$ cat src/rtl/rotary_pkg.sv
// Shared definitions for the rotary hex-entry controller: FSM state codes,
// nibble width and helpers that read/write one nibble of a data word.
package rotary_pkg;

    localparam logic [1:0] IDLE    = 2'd0;
    localparam logic [1:0] EDIT    = 2'd1;
    localparam logic [1:0] COMMIT  = 2'd2;
    localparam logic [1:0] ILLEGAL = 2'd3;

    localparam int NIBBLE_W   = 4;
    // Helpers work on a 64-bit container; callers size-cast in and out.
    localparam int MAX_DATA_W = 64;

    function automatic logic [NIBBLE_W-1:0] get_nibble(
        input logic [MAX_DATA_W-1:0] word,
        input int unsigned           idx
    );
        return NIBBLE_W'(word >> (idx * NIBBLE_W));
    endfunction

    function automatic logic [MAX_DATA_W-1:0] put_nibble(
        input logic [MAX_DATA_W-1:0] word,
        input int unsigned           idx,
        input logic [NIBBLE_W-1:0]   nib
    );
        logic [MAX_DATA_W-1:0] mask;
        mask = MAX_DATA_W'(4'hF) << (idx * NIBBLE_W);
        return (word & ~mask) | (MAX_DATA_W'(nib) << (idx * NIBBLE_W));
    endfunction

endpackage

$ cat src/rtl/rotary_entry_ctrl_edge_pulse.sv
// Rising-edge detector for one encoder input level. History resets to 1 so a
// level that is already high when reset releases never produces an event.
module edge_pulse (
    input  logic clk,
    input  logic reset,
    input  logic level,
    output logic pulse
);

    logic level_d;

    // Register the previous level (reset high to suppress a spurious edge).
    always_ff @(posedge clk or posedge reset) begin
        if (reset) level_d <= 1'b1;
        else       level_d <= level;
    end

    assign pulse = level & ~level_d;

endmodule

$ cat src/rtl/rotary_entry_ctrl.sv
// Hex data entry from a rotary encoder. Turns edit the nibble under the cursor,
// presses walk the cursor from MS to LS nibble and then commit the word to
// the front-panel loader. An idle EDIT session times out and restores the
// value it started from.
//
// Output handshake: out_data is a valid word whenever out_valid is high and
// is held stable until the cycle in which out_valid & out_ready are both 1;
// that cycle is the single transfer, after which out_valid drops. out_ready
// is ignored while out_valid is low.
module rotary_entry_ctrl
    import rotary_pkg::*;
#(
    parameter int DATA_W         = 16,
    parameter int TIMEOUT_CYCLES = 50_000_000,
    parameter int CNT_W          = 26,
    localparam int NIBBLES       = DATA_W / 4,
    localparam int CUR_W         = $clog2(NIBBLES)
) (
    input  logic              clk,
    input  logic              reset,
    input  logic              right,
    input  logic              left,
    input  logic              down,
    output logic [DATA_W-1:0] value,
    output logic [CUR_W-1:0]  cursor,
    output logic              editing,
    output logic              out_valid,
    output logic [DATA_W-1:0] out_data,
    input  logic              out_ready,
    output logic              aborted,
    output logic [1:0]        dbg_state
);

    localparam logic [CUR_W-1:0] CUR_TOP  = CUR_W'(NIBBLES - 1);
    localparam logic [CNT_W-1:0] CNT_LAST = CNT_W'(TIMEOUT_CYCLES - 1);

    logic ev_right, ev_left, ev_down;

    edge_pulse u_edge_right (.clk(clk), .reset(reset), .level(right), .pulse(ev_right));
    edge_pulse u_edge_left  (.clk(clk), .reset(reset), .level(left),  .pulse(ev_left));
    edge_pulse u_edge_down  (.clk(clk), .reset(reset), .level(down),  .pulse(ev_down));

    logic [1:0]          state, state_nxt;
    logic [CNT_W-1:0]    count;
    logic [DATA_W-1:0]   snapshot;
    logic                turn_up, turn_dn, timed_out, accept;
    logic [NIBBLE_W-1:0] cur_nib;
    logic [DATA_W-1:0]   value_inc, value_dec;

    // Decode events and precompute the edited value for either turn direction.
    always_comb begin
        turn_up   = ev_right & ~ev_left;
        turn_dn   = ev_left & ~ev_right;
        cur_nib   = get_nibble(MAX_DATA_W'(value), 32'(cursor));
        value_inc = DATA_W'(put_nibble(MAX_DATA_W'(value), 32'(cursor), cur_nib + NIBBLE_W'(1)));
        value_dec = DATA_W'(put_nibble(MAX_DATA_W'(value), 32'(cursor), cur_nib - NIBBLE_W'(1)));
        timed_out = (state == EDIT) & ~ev_down & ~turn_up & ~turn_dn & (count == CNT_LAST);
        accept    = (state == COMMIT) & out_valid & out_ready;
    end

    // State register.
    always_ff @(posedge clk or posedge reset) begin
        if (reset) state <= IDLE;
        else       state <= state_nxt;
    end

    // Next-state logic; the unused code falls back to IDLE.
    always_comb begin
        state_nxt = state;
        case (state)
            IDLE:    if (ev_down) state_nxt = EDIT;
            EDIT: begin
                if (ev_down && cursor == '0) state_nxt = COMMIT;
                else if (timed_out)          state_nxt = IDLE;
            end
            COMMIT:  if (accept) state_nxt = IDLE;
            default: state_nxt = IDLE;
        endcase
    end

    // State-derived outputs.
    always_comb begin
        editing   = (state == EDIT);
        dbg_state = state;
    end

    // Entry datapath: value, cursor, snapshot, timeout counter, output word.
    always_ff @(posedge clk or posedge reset) begin
        if (reset) begin
            value     <= '0;
            cursor    <= CUR_TOP;
            snapshot  <= '0;
            count     <= '0;
            out_valid <= 1'b0;
            out_data  <= '0;
            aborted   <= 1'b0;
        end else begin
            aborted <= 1'b0;
            case (state)
                IDLE: begin
                    if (ev_down) begin
                        cursor   <= CUR_TOP;
                        snapshot <= value;
                        count    <= '0;
                    end
                end
                EDIT: begin
                    if (ev_down) begin
                        count <= '0;
                        if (cursor != '0) begin
                            cursor <= cursor - CUR_W'(1);
                        end else begin
                            out_data  <= value;
                            out_valid <= 1'b1;
                        end
                    end else if (turn_up) begin
                        value <= value_inc;
                        count <= '0;
                    end else if (turn_dn) begin
                        value <= value_dec;
                        count <= '0;
                    end else if (timed_out) begin
                        value   <= snapshot;
                        aborted <= 1'b1;
                        cursor  <= CUR_TOP;
                        count   <= '0;
                    end else begin
                        count <= count + CNT_W'(1);
                    end
                end
                COMMIT: begin
                    if (accept) begin
                        out_valid <= 1'b0;
                        cursor    <= CUR_TOP;
                    end
                end
                default: begin
                    value     <= '0;
                    cursor    <= CUR_TOP;
                    snapshot  <= '0;
                    count     <= '0;
                    out_valid <= 1'b0;
                    out_data  <= '0;
                end
            endcase
        end
    end

endmodule
$ cat config.mk
export PLATFORM = sky130hd
export DESIGN_NAME = rotary_entry_ctrl
export DESIGN_NICKNAME = d
export VERILOG_FILES = /design/src/rtl/rotary_pkg.sv /design/src/rtl/rotary_entry_ctrl_edge_pulse.sv /design/src/rtl/rotary_entry_ctrl.sv
export SDC_FILE = /design/constraint.sdc
export NUM_CORES = 1
export LEC_CHECK = 0
export ABC_CLOCK_PERIOD_IN_PS = 3600
export CAP_MARGIN = 20
export CORE_MARGIN = 1.5
export CORE_UTILIZATION = 30
export CTS_BUF_LIST = sky130_fd_sc_hd__clkbuf_8
export DETAILED_ROUTE_END_ITERATION = 8
export PLACE_DENSITY = 0.54
export SYNTH_ARGS = -nofsm -noshare
export SYNTH_HDL_FRONTEND = slang
export SYNTH_SLANG_ARGS = --single-unit
export TNS_END_PERCENT = 20
$ cat constraint.sdc
create_clock -name clk -period 3.6 [get_ports clk]
set_input_delay 0.72 -clock clk [delete_from_list [all_inputs] [get_ports clk]]
set_output_delay 0.72 -clock clk [all_outputs]
set_load 0.005 [all_outputs]
## Word-level counts from Yosys, hierarchy flattened

Cells that the tools add are included.

- Bits in registers: 83
- Bits in latches: 0
- RAM bits: 0
- ROM bits: 0
- Input port bits: 6
- Output and inout bits: 39
- Word-level logic and storage cells: 111
- Memories: 0

- Add/subtract/negate cells: 4
- Multipliers: 0
- Div/mod/pow operators: 0
- Order comparisons: 0
- Equal/unequal tests: 14
- Shifts and indexed selects: 4
- Multiplexer cells: 38
- Bitwise logic cells: 27
- Reduce and logical (&&, ||, !) cells: 13

Operators with widths:

| operator | number |
|---|---|
| $mux 26 | 5 |
| $mux 16 | 7 |
| $pmux 16 s2 | 3 |
| $pmux 26 s3 | 1 |
| $or 16x16->16 | 2 |
| $shl 4x4->16 | 2 |
| $add 26x1->26 const B | 1 |
| $eq 26x26->1 const B | 1 |
| $mux 2 | 11 |
| $and 16x16->16 | 1 |
| $not 16->16 | 1 |
| $shl 4x4->16 const A | 1 |
| $shr 16x4->4 | 1 |
| $not 1->1 | 12 |
| $pmux 2 s3 | 2 |
| $and 1x1->1 | 11 |
| $reduce_and 3->1 | 3 |
| $mux 1 | 8 |
| $ne 2x2->1 const B | 4 |
| $ne 3x1->1 const B | 2 |
| $ne 3x3->1 const B | 2 |
| $reduce_and 6->1 | 1 |
| $add 4x1->4 const B | 1 |
| $logic_not 2->1 | 2 |
| other kinds (13) | 15 |

## Depth between registers and ports, before layout

Gate-level depths: netlist of the first run.

- Word-level depth: 13
- Mapped depth: 9
- Depth with buffers taken out: 8

## Hierarchy

A second synthesis of the first run with hierarchy kept.

- Cells, all modules: 455
- Area total of the unflattened synthesis: 4,400.5 µm²

Modules (own cells, without submodules):

| module | times used | cells an instance | area each (µm²) | seq. area each (µm²) |
|---|---|---|---|---|
| rotary_entry_ctrl | 1 | 446 | 4,269.1 | 2,004.4 |
| edge_pulse | 3 | 3 | 43.8 | 26.3 |

## Least setup slack after synthesis of the first run

Ideal clock, no wire load.

- Kind: register to register
- From: register cursor[0]
- To: register value[6]
- Library setup time: 83 ps
- Data arrival time: 2,368 ps
- Data required time: 3,517 ps
- Path slack: 1,149 ps
- Stages on the path, launching flop included: 10
- Buffers on the path: 1
- Period minus slack after synthesis: 2,451 ps
- Cell sequence: dfstp_2 buf_2 mux4_2 inv_1 ha_1 o21ai_0 a21boi_0 o41ai_1 o221ai_1 o21ai_0

- Cells in the longest elaborated chain, start to end: 8
- Elaborated cells on any way between the ends: 14
- Those cells by class: 2 x add/sub; 4 x shift; 4 x mux; 4 x bitwise

RTL lines:

| what | line | text |
|---|---|---|
| start: declaration | rotary_entry_ctrl.sv:25 | `output logic [CUR_W-1:0] cursor,` |
| start signal: assignment | rotary_entry_ctrl.sv:111 | `cursor <= cursor - CUR_W'(1);` |
| $shr 16x4->4 or $shl 4x4->16 (tied branches) | rotary_pkg.sv:18, rotary_pkg.sv:27 |  |
| $sub 4x1->4 or $not 16->16 (tied branches) | rotary_entry_ctrl.sv:56, rotary_pkg.sv:28 |  |
| $shl 4x4->16 or $and 16x16->16 (tied branches) | rotary_pkg.sv:28 | `return (word & ~mask) \| (MAX_DATA_W'(nib) << (idx * NIBBLE_W));` |
| $or 16x16->16 | rotary_pkg.sv:28 |  |
| $mux 16 | rotary_entry_ctrl.sv:119 | `end else if (turn_dn) begin` |
| $mux 16 (*) | rotary_entry_ctrl.sv:116 | `end else if (turn_up) begin` |
| $mux 16 (*) | rotary_entry_ctrl.sv:108 | `if (ev_down) begin` |
| $pmux 16 s2 (*) | rotary_entry_ctrl.sv:99 | `case (state)` |
| end signal: assignment | rotary_entry_ctrl.sv:117 | `value <= value_inc;` |
| end signal: assignment | rotary_entry_ctrl.sv:120 | `value <= value_dec;` |
| end signal: assignment | rotary_entry_ctrl.sv:123 | `value <= snapshot;` |
| end: declaration | rotary_entry_ctrl.sv:24 | `output logic [DATA_W-1:0] value,` |

Every way passes the cells marked *; elsewhere a longest branch is shown, timed or not. The select of a mux whose other input is x is not followed.
A chain may end at the register's enable or synchronous reset.

## Worst setup path after layout of the first run

- From: input port down
- To: register value[14]

- Cells in the longest elaborated chain, start to end: 8
- Elaborated cells on any way between the ends: 9
- Those cells by class: 2 x eq/ne; 6 x bitwise; 1 x reduce/logical

RTL lines:

| what | line | text |
|---|---|---|
| start: declaration | rotary_entry_ctrl.sv:23 | `input logic down,` |
| $and 1x1->1 (*) | rotary_entry_ctrl_edge_pulse.sv:18 | `assign pulse = level & ~level_d;` |
| $not 1->1 | rotary_entry_ctrl.sv:57 | `timed_out = (state == EDIT) & ~ev_down & ~turn_up & ~turn_dn & (count == CNT_LAST);` |
| $and 1x1->1 (4 in a row) | rotary_entry_ctrl.sv:57 |  |
| $ne 4x1->1 (no line) | -- |  |
| $reduce_and 3->1 (no line) (*) | -- |  |

Every way passes the cells marked *; elsewhere a longest branch is shown, timed or not.

==> results of run 1 <==
==> layer usage <==
metal	routed length (um)	global-route usage (%)	vias to the layer above
met4	278	6.626	0
met3	547	3.436	22
met5	0	0	-
li1	-	-	1771
met2	5294	24.05	100
met1	5563	21.91	1837
==> flip-flops by register name, indices dropped and copies added, names as in the netlist <==
signal	cells
count	26
out_data	16
snapshot	16
value	16
cursor	2
dbg_state	2
aborted	1
out_valid	1
u_edge_down.level_d	1
u_edge_left.level_d	1
u_edge_right.level_d	1
==> worst paths after layout <==
| kind | from | end |
|---|---|---|
| min in group asynchronous | reset | out_data[3] |
| worst max register to register | cursor[0] | value[6] |
| worst max-delay path | down | value[14] |
| worst min-delay path | snapshot[10] | snapshot[10] |
| max in group asynchronous | reset | u_edge_down.level_d |
| worst min register to register | snapshot[10] | snapshot[10] |
==> where the power goes <==
group / internal (mW) / switching, mW
combinational: 0.554 / 0.825
sequential: 1.12 / 0.253
clock: 0.312 / 0.357
==> placed cells by master (no fill, tap or decap), types with 6 or more instances in the layout <==
| master | n |
|---|---|
| a221oi_1 | 6 |
| a22o_1 | 18 |
| xor2_1 | 11 |
| clkdlybuf4s50_1 | 44 |
| nand4_1 | 9 |
| o211ai_1 | 6 |
| clkbuf_8 | 9 |
| inv_1 | 16 |
| ha_1 | 10 |
| nor3_1 | 7 |
| buf_4 | 7 |
| o41ai_1 | 6 |
| o21ai_0 | 42 |
| nand2_1 | 71 |
| xnor2_1 | 14 |
| o31ai_1 | 7 |
| nand3_1 | 9 |
| dfrtp_1 | 78 |
| nor2_1 | 48 |
| a21oi_1 | 16 |
==> kinds of logic after synthesis <==
| kind of cell | after synthesis | share of synthesized area, % |
|---|---|---|
| compound gates | 134 | 20.92 |
| flops | 83 | 47.07 |
| simple gates | 171 | 18.12 |
| buf+inv | 41 | 3.704 |
| fa+ha+maj | 10 | 2.827 |
| xor+xnor | 26 | 5.315 |
| mux | 5 | 2.035 |
==> worst max-delay path: cells and delay by family <==
| kind | cells | cell delay (ps) |
|---|---|---|
| simple gates | 3 | 1120 |
| buf+inv | 1 | 440 |
| compound gates | 3 | 800 |
==> area by class of cell <==
cell class / instances / area (um^2) / area share (%)
Inverter: 17 / 65.06 / 1.238
Timing Repair Buffer: 52 / 513.0 / 9.757
Multi-Input combinational cell: 346 / 2183 / 41.53
Clock buffer: 9 / 123.9 / 2.356
Sequential cell: 83 / 2083 / 39.62
Clock inverter: 6 / 58.81 / 1.119
Tap cell: 184 / 230.2 / 4.379
==> run summary, run 1 <==
Sequential area share after synthesis = 47.07%
Critical Path Fanout Max = 9
Final #Nets = 525
Syn-to-layout area delta = 18.80%
Cell Pwr Density = 650.7 mW/mm^2
Leakage power = 2.156 nW
CP startpoint kind = input pin
DRT Wirelength = 11680 um
Non-Filler Instances = 697
Worst Hold Path Cells = 2
CTS buffer count = 9
Initial core utilization = 30.57%
RSZ-0062 raised after global routing = false
Synth top cells by count = dfrtp_1 (78), nand2_1 (71), nor2_1 (48)
Worst Path Required = 3870 ps
Synth unique cells = 59
Post-CTS setup repair buffer count = 0
Yosys top cell by area = dfrtp_1
Util after Layout = 36.31%
Core area = 0.01448 mm^2
HP Class = flip-flop to flip-flop
Synth Net Count = 486
Maxcap violations = 0
Cts-stage hold buffer count = 0
Avg Synthesized Cell Area = 9.416 um^2
Global-route wire length before repair = 19640 um
Root Buffer = clkbuf_8
Yosys top cell area share = 44.11%
Post-synth EDFFs = 0
Vias per cell = 5.352
TNS Setup = 0 ps
Final hold slack = 477.7 ps
# resized after CTS = 0
Ant. Diodes = 0
Worst slew margin = 53.92%
Worst setup EP type = flip-flop
Vias = 3730
Synth Register Bits = 83
Dpl cells = 682
Total grt overflow = 0
CP Data Arrival Time = 3090 ps
Wire per inst = 16.76 um
Hold Vio Cnt, Final = 0
Crit path cell chain = clkdlybuf4s50_1 -> nand2b_1 -> nand4_1 -> nor4_4 -> o31ai_2 -> o21bai_1 -> o41ai_1
Fmax achieved = 0.3544 GHz
Synth warn = 0
Worst-Skew Late Latency = 380 ps
Initial antenna violation count = 0
First DRT Iteration DRCs = 289
Final Cell Area = 0.005258 mm^2
Crit-path slowest cell = nor4_4
DPL Wire Length = 7972 um
Final Critical Period = 2822 ps
Peak VDD IR = 0.0002211 V
Setup CP Type = input pin to flip-flop
Synth async-reset ratio = 100.0%
Largest net degree at the start of global routing = 48
Chip width = 124.5 um
Boundary Pins = 45
Filler Cells Inserted = 1446
Area contributors post-synth = dfrtp_1 (44%), nand2_1 (6.0%), o21ai_0 (4.7%)
Final period utilization = 78.39%
Clock tree buffer depth = 2
Final setup viols = 0
Worst Max-Slew Pin Slew = 690.3 ps
Worst Reg-to-Reg Cells = 8
Min setup slack post-route = 778.0 ps
Final count of pins violating max slew = 0
Gr usage total = 15.86%
Share of layout cells above drive strength 1 = 8.382%
Post-Route Skew = 6.892 ps
Gpl congestion = 0.8355
Total power = 3.421 mW
DRC Markers = 0
Die footprint = 0.01549 mm^2
Status = complete, no violations
ANT nets after route = 0
Port bufs = 44
Htree depth = 3
Post-Syn Area = 0.004425 mm^2
Placement Cell Area = 0.005075 mm^2
Vias in the first global route = 3631
Sink Count = 83
Setup WS pre-CTS = 398.0 ps
Detailed Routing Iterations Pass 1 = 4
Clk slew on worst S/H paths = 80 ps
Main synth FF type = dfrtp_1
Top-count cell post-synth = dfrtp_1
Die Height = 124.5 um
CTS tree = done
Row cnt = 44
Flop2flop setup slack = 860 ps
Crit-path max cell delay = 600 ps
Cell count after synthesis = 470
Power figures use the tool's default switching activity.
==> run 2: changes to the inputs <==
Settings changed: ABC_CLOCK_PERIOD_IN_PS 3600 to 2600.
Clock period 3.6 ns to 2.6 ns, I/O delays scaled along.
==> run 2 against run 1 <==
Effect of this change:
- routed wire length increased by 6.2%
- via count increased by 1.2%
- clock skew increased by 4.2 ps
- die area unchanged
- sequential power increased by 28%
- sequential cell count unchanged
- register-to-register slack got worse by 740 ps
- worst hold slack improved by 6.2 ps
- total power increased by 51%
- core utilization increased by 2.4 points
- global-route usage increased by 0.71 points
- first-iteration DRC count increased by 0.35%
- highest routed layer unchanged
==> run summary, run 2 (synthesized netlist as in run 1, its figures left out) <==
Post-CTS setup repair buffer count = 0 (unchanged)
Sink Count = 83 (unchanged)
Most flop-heavy register = count
Commonest non-fill, non-tap cell in the layout = dfrtp_1
Vias = 3776 (+1.2%)
Worst Hold Path Cells = 2 (unchanged)
Vias in the first global route = 3849 (+6.0%)
Root Buffer = clkbuf_8
Final #Nets = 562 (+7.0%)
DPL Wire Length = 8704 um (+9.2%)
Worst Path Required = 2860 ps (-1010 ps)
Post-Route Skew = 11.07 ps (+4.178 ps)
Net Sw Power = 2.089 mW (+45%)
Seq pwr share = 34.1% (-6.0 points)
TNS Setup = 0 ps (unchanged)
ANT nets after route = 0 (unchanged)
Global-route wire length before repair = 20330 um (+3.5%)
Worst Max-Slew Pin Slew = 867.8 ps (+177.4 ps)
Largest net degree at the start of global routing = 84 (+75%)
Detailed Routing Iterations Pass 1 = 4 (unchanged)
DRT Wirelength = 12410 um (+6.2%)
Leakage power = 2.363 nW (+9.6%)
Total grt overflow = 0 (unchanged)
Initial antenna violation count = 0 (unchanged)
Clk slew on worst S/H paths = 90 ps (about the same)
Worst setup EP type = flip-flop
Gr usage total = 16.57% (+0.71 points)
Setup CP Type = flip-flop to flip-flop
Cell Pwr Density = 922.3 mW/mm^2 (+42%)
Status = complete, no violations
Non-Filler Instances = 735 (+5.5%)
Critical Path Fanout Max = 10 (+1)
Port bufs = 44 (unchanged)
R2r startpoint = cursor[0]
Filler Cells Inserted = 1435 (-0.76%)
Util after Layout = 38.73% (+2.4 points)
Dpl cells = 719 (+5.4%)
Fmax achieved = 0.4032 GHz
Worst Reg-to-Reg Cells = 6 (-2)
First DRT Iteration DRCs = 290 (+0.35%)
Worst r2r dst = value[3]
Clock tree buffer depth = 2 (unchanged)
Boundary Pins = 45 (unchanged)
Clock Power Share = 20.7% (+1.1 points)
Core area = 0.01448 mm^2 (unchanged)
Switching Fraction = 40.39% (-1.6 points)
Wire per inst = 16.88 um (+0.73%)
CTS tree = done
Final setup viols = 0 (unchanged)
Most frequent cells in the layout = dfrtp_1 (78), nand2_1 (71), nor2_1 (48)
Share of layout cells above drive strength 1 = 15.61% (+7.2 points)
Final count of pins violating max slew = 0 (unchanged)
Initial core utilization = 30.57% (unchanged)
Gpl congestion = 0.9484 (+14%)
Htree depth = 3 (unchanged)
CP Data Arrival Time = 2740 ps (-350 ps)
Maxcap violations = 0 (unchanged)
Footprint of the multi-input gates = 0.002201 mm^2 (+0.80%)
Register area = 0.002083 mm^2 (unchanged)
Hold Vio Cnt, Final = 0 (unchanged)
Final period utilization = 95.38%
Total power = 5.172 mW (+51%)
Combinational power share = 45.2% (+4.9 points)
Chip width = 124.5 um (unchanged)
Critical path endpoint = value[3]
Critical path origin = cursor[0]
Internal = 3.083 mW (+55%)
Worst-Skew Late Latency = 370 ps (about the same)
Worst slew margin = 42.15% (-12 points)
Vias per cell = 5.137 (-4.0%)
Largest register FFs = 26 (unchanged)
HP Class = flip-flop to flip-flop
CTS buffer count = 9 (unchanged)
Syn-to-layout area delta = 26.72%
Ant. Diodes = 0 (unchanged)
Row cnt = 44 (unchanged)
Final hold slack = 483.9 ps (+6.166 ps)
Die footprint = 0.01549 mm^2 (unchanged)
CP startpoint kind = flip-flop
Final Critical Period = 2480 ps
Flop2flop setup slack = 120 ps (-740 ps)
DRC Markers = 0 (unchanged)
Die Height = 124.5 um (unchanged)
Peak VDD IR = 0.0004021 V (+82%)
-- run 2: routing by layer --
layer / share of wire [%] / global-route usage (%) / routed length (um) / up-vias
met3: 2.7 / 3.222 / 329 / 16
met4: 2.2 / 7.776 / 278 / 0
met2: 48 / 26.89 / 6011 / 77
met5: 0 / 0 / 0 / -
li1: - / - / - / 1843
met1: 47 / 21.30 / 5790 / 1840
-- run 2: what timing repair did --
| item | CTS | global route |
|---|---|---|
| hold buffers | 0 | 0 |
| endpoints found under the setup margin | 0 | 3 |
| gates resized for setup | 0 | 5 |
-- run 2: power by group through the flow --
stage          registers, mW  clock network (mW)  logic, mW
5_1_grt                 1.80                1.15       2.59
4_1_cts                 1.76                1.10       2.34
3_3_place_gp            1.78                   0       2.29
2_1_floorplan           1.78                   0       1.25
6_report                1.76                1.07       2.34
3_5_place_dp            1.79                   0       2.32
-- run 2: worst min path at each step --
stage / start / endpoint / slack (ps)
after floorplan: count[25] / count[25] / 440
after global placement: snapshot[9] / snapshot[9] / 460
after detailed placement: snapshot[9] / snapshot[9] / 470
after CTS: snapshot[9] / snapshot[9] / 490
after global routing: snapshot[9] / snapshot[9] / 510
final: snapshot[9] / snapshot[9] / 480
-- run 2: metrics by stage --
stage / setup WS (ps) / area [um^2]
after floorplan: 149.0 / 4429
after global placement: -36.98 / 5368
after detailed placement: -59.81 / 5368
after CTS: 33.78 / 5590
after global routing: -54.38 / 5608
final: 120.0 / 5608
-- run 2: area by class of cell --
type	instances	area share [%]
Clock buffer	9	2.209
Clock inverter	7	1.763
Inverter	17	1.205
Multi-Input combinational cell	346	39.25
Sequential cell	83	37.15
Tap cell	184	4.105
Timing Repair Buffer	89	14.32
-- run 2: worst max-delay path, cell delays in order (launching register included) --
cell and delay (ps):
dfstp_2 600, buf_4 190, mux4_2 570, nor3_1 360, a21oi_1 120, a21boi_0 150
o41ai_1 370
==> run 3: changes to the inputs <==
Settings changed: CORE_ASPECT_RATIO from default to 1.4.
==> run 3 against run 2 <==
Effect of this change:
- cell count rose by 2.2%
- total power rose by 0.18%
- largest power group unchanged
- largest cell class unchanged
- critical endpoint is now value[10]
- critical path type unchanged
- fmax rose by 0.39%
==> run summary, run 3 (synthesized netlist as in run 1, its figures left out) <==
Vias = 3865 (+2.4%)
Core area = 0.01444 mm^2 (-0.24%)
Peak VDD IR = 0.0004524 V (+13%)
Final Critical Period = 2470 ps (-9.624 ps)
Port bufs = 44 (unchanged)
Ant. Diodes = 0 (unchanged)
Clock tree buffer depth = 2 (unchanged)
Cell Pwr Density = 917.2 mW/mm^2 (-0.55%)
Worst slew margin = 36.09% (-6.1 points)
Initial core utilization = 30.64% (+0.074 points)
Total power = 5.181 mW (+0.18%)
Post-Route Skew = 17.23 ps (+6.156 ps)
ANT nets after route = 0 (unchanged)
Syn-to-layout area delta = 27.65%
Boundary Pins = 45 (unchanged)
Root Buffer = clkbuf_8
CP startpoint kind = flip-flop
Final setup viols = 0 (unchanged)
Non-Filler Instances = 751 (+2.2%)
Placement Cell Area = 0.005444 mm^2 (+1.4%)
Most frequent cells in the layout = dfrtp_1 (78), nand2_1 (71), buf_4 (55)
Leakage power = 2.408 nW (+1.9%)
DRC Markers = 0 (unchanged)
Vias per cell = 5.146 (+0.18%)
Sink Count = 83 (unchanged)
CTS tree = done
Most common cell on crit path = o31ai_1
Combinational power share = 46.3% (+1.1 points)
Worst Hold Path Cells = 2 (unchanged)
Initial antenna violation count = 0 (unchanged)
Commonest non-fill, non-tap cell in the layout = dfrtp_1
Largest register FFs = 26 (unchanged)
WP depth = 9 (+3)
Internal = 3.062 mW (-0.69%)
Setup CP Type = flip-flop to flip-flop
Setup WS pre-CTS = -170.5 ps (-110.7 ps)
Dpl cells = 735 (+2.2%)
Clk slew on worst S/H paths = 80 ps (about the same)
First DRT Iteration DRCs = 207 (-29%)
Gpl congestion = 0.9216 (-2.8%)
Row cnt = 52 (+18%)
Crit-path slowest cell = dfstp_2
RSZ-0062 raised after global routing = false
Worst path bufs/invs = 2 (+1)
Htree depth = 3 (unchanged)
DPL Wire Length = 9631 um (+11%)
Share of layout cells above drive strength 1 = 16.19% (+0.58 points)
Status = complete, no violations
Switching Fraction = 40.91% (+0.52 points)
Wire per inst = 17.40 um (+3.1%)
Fmax achieved = 0.4048 GHz (+0.39%)
Die Height = 146.7 um (+18%)
Final Cell Area = 0.005649 mm^2 (+0.74%)
Detailed Routing Iterations Pass 1 = 4 (unchanged)
Worst Max-Slew Pin Slew = 958.7 ps (+90.95 ps)
Vias in the first global route = 4145 (+7.7%)
Worst Path Required = 2870 ps (about the same)
Top delay family on crit path = compound AO/OA/AOI/OAI gates
Crit-path max cell delay = 580 ps (-20 ps)
Worst Reg-to-Reg Cells = 9 (+3)
Chip width = 105.7 um (-15%)
Net Sw Power = 2.120 mW (+1.5%)
CTS buffer count = 9 (unchanged)
Critical Path Fanout Max = 4 (-6)
Flop2flop setup slack = 130 ps (about the same)
Final #Nets = 573 (+2.0%)
Total grt overflow = 0 (unchanged)
Largest net degree at the start of global routing = 84 (unchanged)
CP Data Arrival Time = 2740 ps (about the same)
Seq pwr share = 34.3% (+0.2 points)
DRT Wirelength = 13070 um (+5.3%)
Post-CTS setup repair buffer count = 0 (unchanged)
Final period utilization = 95.01% (-0.37 points)
Maxcap violations = 0 (unchanged)
Clock Power Share = 19.4% (-1.3 points)
Worst setup EP type = flip-flop
HP Class = flip-flop to flip-flop
Final count of pins violating max slew = 0 (unchanged)
Gr usage total = 17.68% (+1.1 points)
Most flop-heavy register = count
Min setup slack post-route = 129.7 ps (+9.624 ps)
Hold Vio Cnt, Final = 0 (unchanged)
Crit path cell chain = mux4_2 -> inv_1 -> ha_1 -> o21ai_0 -> a21boi_0 -> buf_4 -> o31ai_1 -> a21oi_1 -> o31ai_1
Filler Cells Inserted = 1483 (+3.3%)
Worst-Skew Late Latency = 370 ps (about the same)
Die footprint = 0.01550 mm^2 (about the same)
Cts-stage hold buffer count = 0 (unchanged)
Global-route wire length before repair = 21360 um (+5.1%)
[run 3: changes by cell type in the layout (fill, tap and decap cells not counted), sizes merged]
cell    change
buf        +11
clkbuf      +2
clkinv      -2
bufinv      -1
inv         +1
[run 3: worst paths after layout]
| path | from | end |
|---|---|---|
| min in group asynchronous | reset | count[2] |
| worst max-delay path | cursor[0] | value[10] |
| max in group asynchronous | reset | cursor[0] |
| worst min register to register | snapshot[4] | snapshot[4] |
| worst max register to register | cursor[0] | value[10] |
| worst min-delay path | snapshot[4] | snapshot[4] |
[run 3: final cells by class]
type | count | area, um^2 | share of cell area, %
clock buffer | 11 | 151.4 | 2.680
clock inverter | 5 | 53.80 | 0.9524
inverter | 17 | 67.56 | 1.196
multi-input combinational | 346 | 2183 | 38.65
sequential | 83 | 2083 | 36.88
tap | 189 | 236.5 | 4.186
timing repair buffer | 100 | 873.3 | 15.46
[run 3: routing by layer]
metal	vias to the layer above	GRT usage [%]	share of wire, %
li1	1856	-	-
met1	1891	18.25	38
met2	88	33.80	55
met3	30	3.949	3.5
met4	0	7.365	3.0
met5	-	0	0
[run 3: tightest hold or removal path, cell delays in order (launching register included)]
cell	delay [ps]
dfrtp_1	350
nand2_1	40
o21ai_0	60
[run 3: what timing repair did]
action                                  in CTS  in global routing
endpoints found under the setup margin       0                  2
resized for setup                            0                  1
endpoints found under the hold margin        0                  0
[run 3: power by group through the flow]
stage | clock network [mW] | logic [mW] | registers (mW)
floorplan | 0 | 1.25 | 1.78
global placement | 0 | 2.40 | 1.81
detailed placement | 0 | 2.42 | 1.81
CTS | 1.02 | 2.43 | 1.78
global route | 1.08 | 2.65 | 1.81
finish | 1.00 | 2.40 | 1.78
[run 3: through the flow]
stage / hold WS, ps / utilization, % / setup TNS (ps)
6_report: 486.0 / 39.11 / 0
5_1_grt: 509.3 / 39.11 / 0
4_1_cts: 488.2 / 39.11 / 0
3_5_place_dp: 471.5 / 37.69 / -358.9
3_3_place_gp: 465.5 / 37.69 / -390.3
2_1_floorplan: 440.0 / - / 0
==> patch (flow settings as in run 2) <==
Set the package constant `NIBBLE_W` to 6 (it was 4).
--- a/src/rtl/rotary_pkg.sv
+++ b/src/rtl/rotary_pkg.sv
@@ -9,3 +9,3 @@
 
-    localparam int NIBBLE_W   = 4;
+    localparam int NIBBLE_W   = 6;
     // Helpers work on a 64-bit container; callers size-cast in and out.
Check against the original RTL: not equivalent (a bounded check fails within 4 cycles, from zero or initial values and one cycle with reset high).
==> patch against run 2 <==
- core utilization rose by 4.4 points
- maximum frequency is 3.7% lower
- clock power is 8% lower
- wire length increased by 56%
- total power rose by 40%
- area after synthesis up 17%
- worst setup slack got worse by 0.094 ns
- highest routed layer unchanged
- design area grew 29%
- sequential cell count unchanged
- synthesized cell count up 27%
==> patch: results (changes against run 2) <==
first-pass GRT wire length 29,400 µm (was 20,300 µm); largest net degree at the start of global routing 34 (was 84); largest cells by area after synthesis dfrtp_1, nand2_1, nor2_1, o21ai_0, a22o_1 (was dfrtp_1, nand2_1, o21ai_0, nor2_1, a22o_1); share of cells above drive strength 1 0.270 (was 0.156); Total Routing Usage GR 0.215 (was 0.166); max cap viols 0 (unchanged); Arr. time, crit path 2.84 ns (was 2.74 ns); largest stage delay on the critical path 0.62 ns (was 0.60 ns); CP max-delay cell dfstp_2 (unchanged); maximum vdd drop 0.436 mV (was 0.402 mV); Synth Flop Type dfrtp_1 (unchanged); count leader, synth nand2_1 (was dfrtp_1); pre-CTS WS -0.325 ns (was -0.0598 ns); placed inst area 6680 µm² (was 5370 µm²); Worst-Skew Late Latency 0.37 ns (about the same); routed wire length per instance 20.0 µm (was 16.9 µm); CP delay by family, top flip-flops (was compound AO/OA/AOI/OAI gates); clk_skew 0.0129 ns (was 0.0111 ns); status finished clean (unchanged); sequential cell area fraction in the yosys report 0.401 (was 0.471); TritonRoute pass-1 iters 5 (was 4); core area 16,800 µm² (was 14,500 µm²); number of global-route vias before repair 5,033 (was 3,849); Placer Congestion 0.998 (was 0.948); nets 760 (was 562); DP Wirelength 14,500 µm (was 8700 µm); synth unique cells 71 (was 59); Worst Path Max Fanout 5 (was 10); Max transition margin 0.446 (was 0.421); n_diodes 0 (unchanged); Yosys warnings 0 (unchanged); sw power 3.27 mW (was 2.09 mW); top cells by instance count after synthesis nand2_1, dfrtp_1, nor2_1 (was dfrtp_1, nand2_1, nor2_1); Leakage Power 3.09 nW (was 2.36 nW); asr flop ratio synth 1.00 (unchanged); total number of vias 5,241 (was 3,776); drt first-iter violations 474 (was 290); Worst-path clk slew 0.09 ns (about the same); syn_nets 615 (was 486)
==> patch: metrics by stage <==
stage	hold WS [ns]	util	instances	setup TNS, ns
floorplan	0.437	-	598	-0.0256
global placement	0.454	0.399	944	-1.11
detailed placement	0.472	0.399	944	-3.00
CTS	0.488	0.413	960	0
global route	0.498	0.432	968	-0.256
finish	0.486	0.432	968	0
==> patch: final timing paths <==
kind	startpoint	cells past startpoint	slack (ns)	endpoint
worst max register to register	cursor[1]$_DFFE_PP1P_	11	0.03	value[12]$_DFFE_PP0P_
min in group asynchronous	reset	2	0.58	aborted$_DFF_PP0_
worst min-delay path	count[22]$_DFFE_PP0P_	1	0.49	count[22]$_DFFE_PP0P_
worst min register to register	count[22]$_DFFE_PP0P_	1	0.49	count[22]$_DFFE_PP0P_
max in group asynchronous	reset	3	1.44	out_data[8]$_DFFE_PP0P_
worst max-delay path	cursor[1]$_DFFE_PP1P_	11	0.03	value[12]$_DFFE_PP0P_
==> patch: kinds of logic (layout without fill, tap and decap cells) <==
logic type,after synthesis,in the layout,synth area share
flip-flops,83,83,0.401
XOR/XNOR,26,26,0.0453
adder cells (fa/ha/maj),11,11,0.0265
multiplexers,10,10,0.0243
buffers and inverters,48,198,0.0390
AND/OR/NAND/NOR,246,246,0.234
AO/OA/AOI/OAI,174,174,0.230
==> patch: repair_timing <==
action                                 4_1_cts  5_1_grt
setup endpoints to repair                    8       25
buffers inserted                             0        8
endpoints found under the hold margin        0        0
pin swaps                                    0       15
resized for setup                           10       46
==> patch: routing by layer <==
metal | vias to the layer above | track usage | share of wire
met5 | - | 0 | 0
met4 | 0 | 0.0514 | 0.021
met3 | 27 | 0.0526 | 0.068
met2 | 194 | 0.342 | 0.46
met1 | 2580 | 0.295 | 0.45
li1 | 2440 | - | -
==> patch: power groups by stage <==
stage               clock (mW)  combinational, mW  sequential, mW
finish                   0.980               4.49            1.75
global route              1.06               4.78            1.76
CTS                       1.01               4.03            1.73
detailed placement           0               3.96            1.75
global placement             0               3.97            1.75
floorplan                    0               1.98            1.72
==> patch: final cells by class <==
| cell class | instances | area [µm²] |
|---|---|---|
| clock buffer | 10 | 138 |
| tap | 220 | 275 |
| fill | 1643 | 9520 |
| sequential | 83 | 2090 |
| clock inverter | 6 | 65.1 |
| inverter | 14 | 61.3 |
| timing repair buffer | 168 | 1460 |
| multi-input combinational | 467 | 3160 |
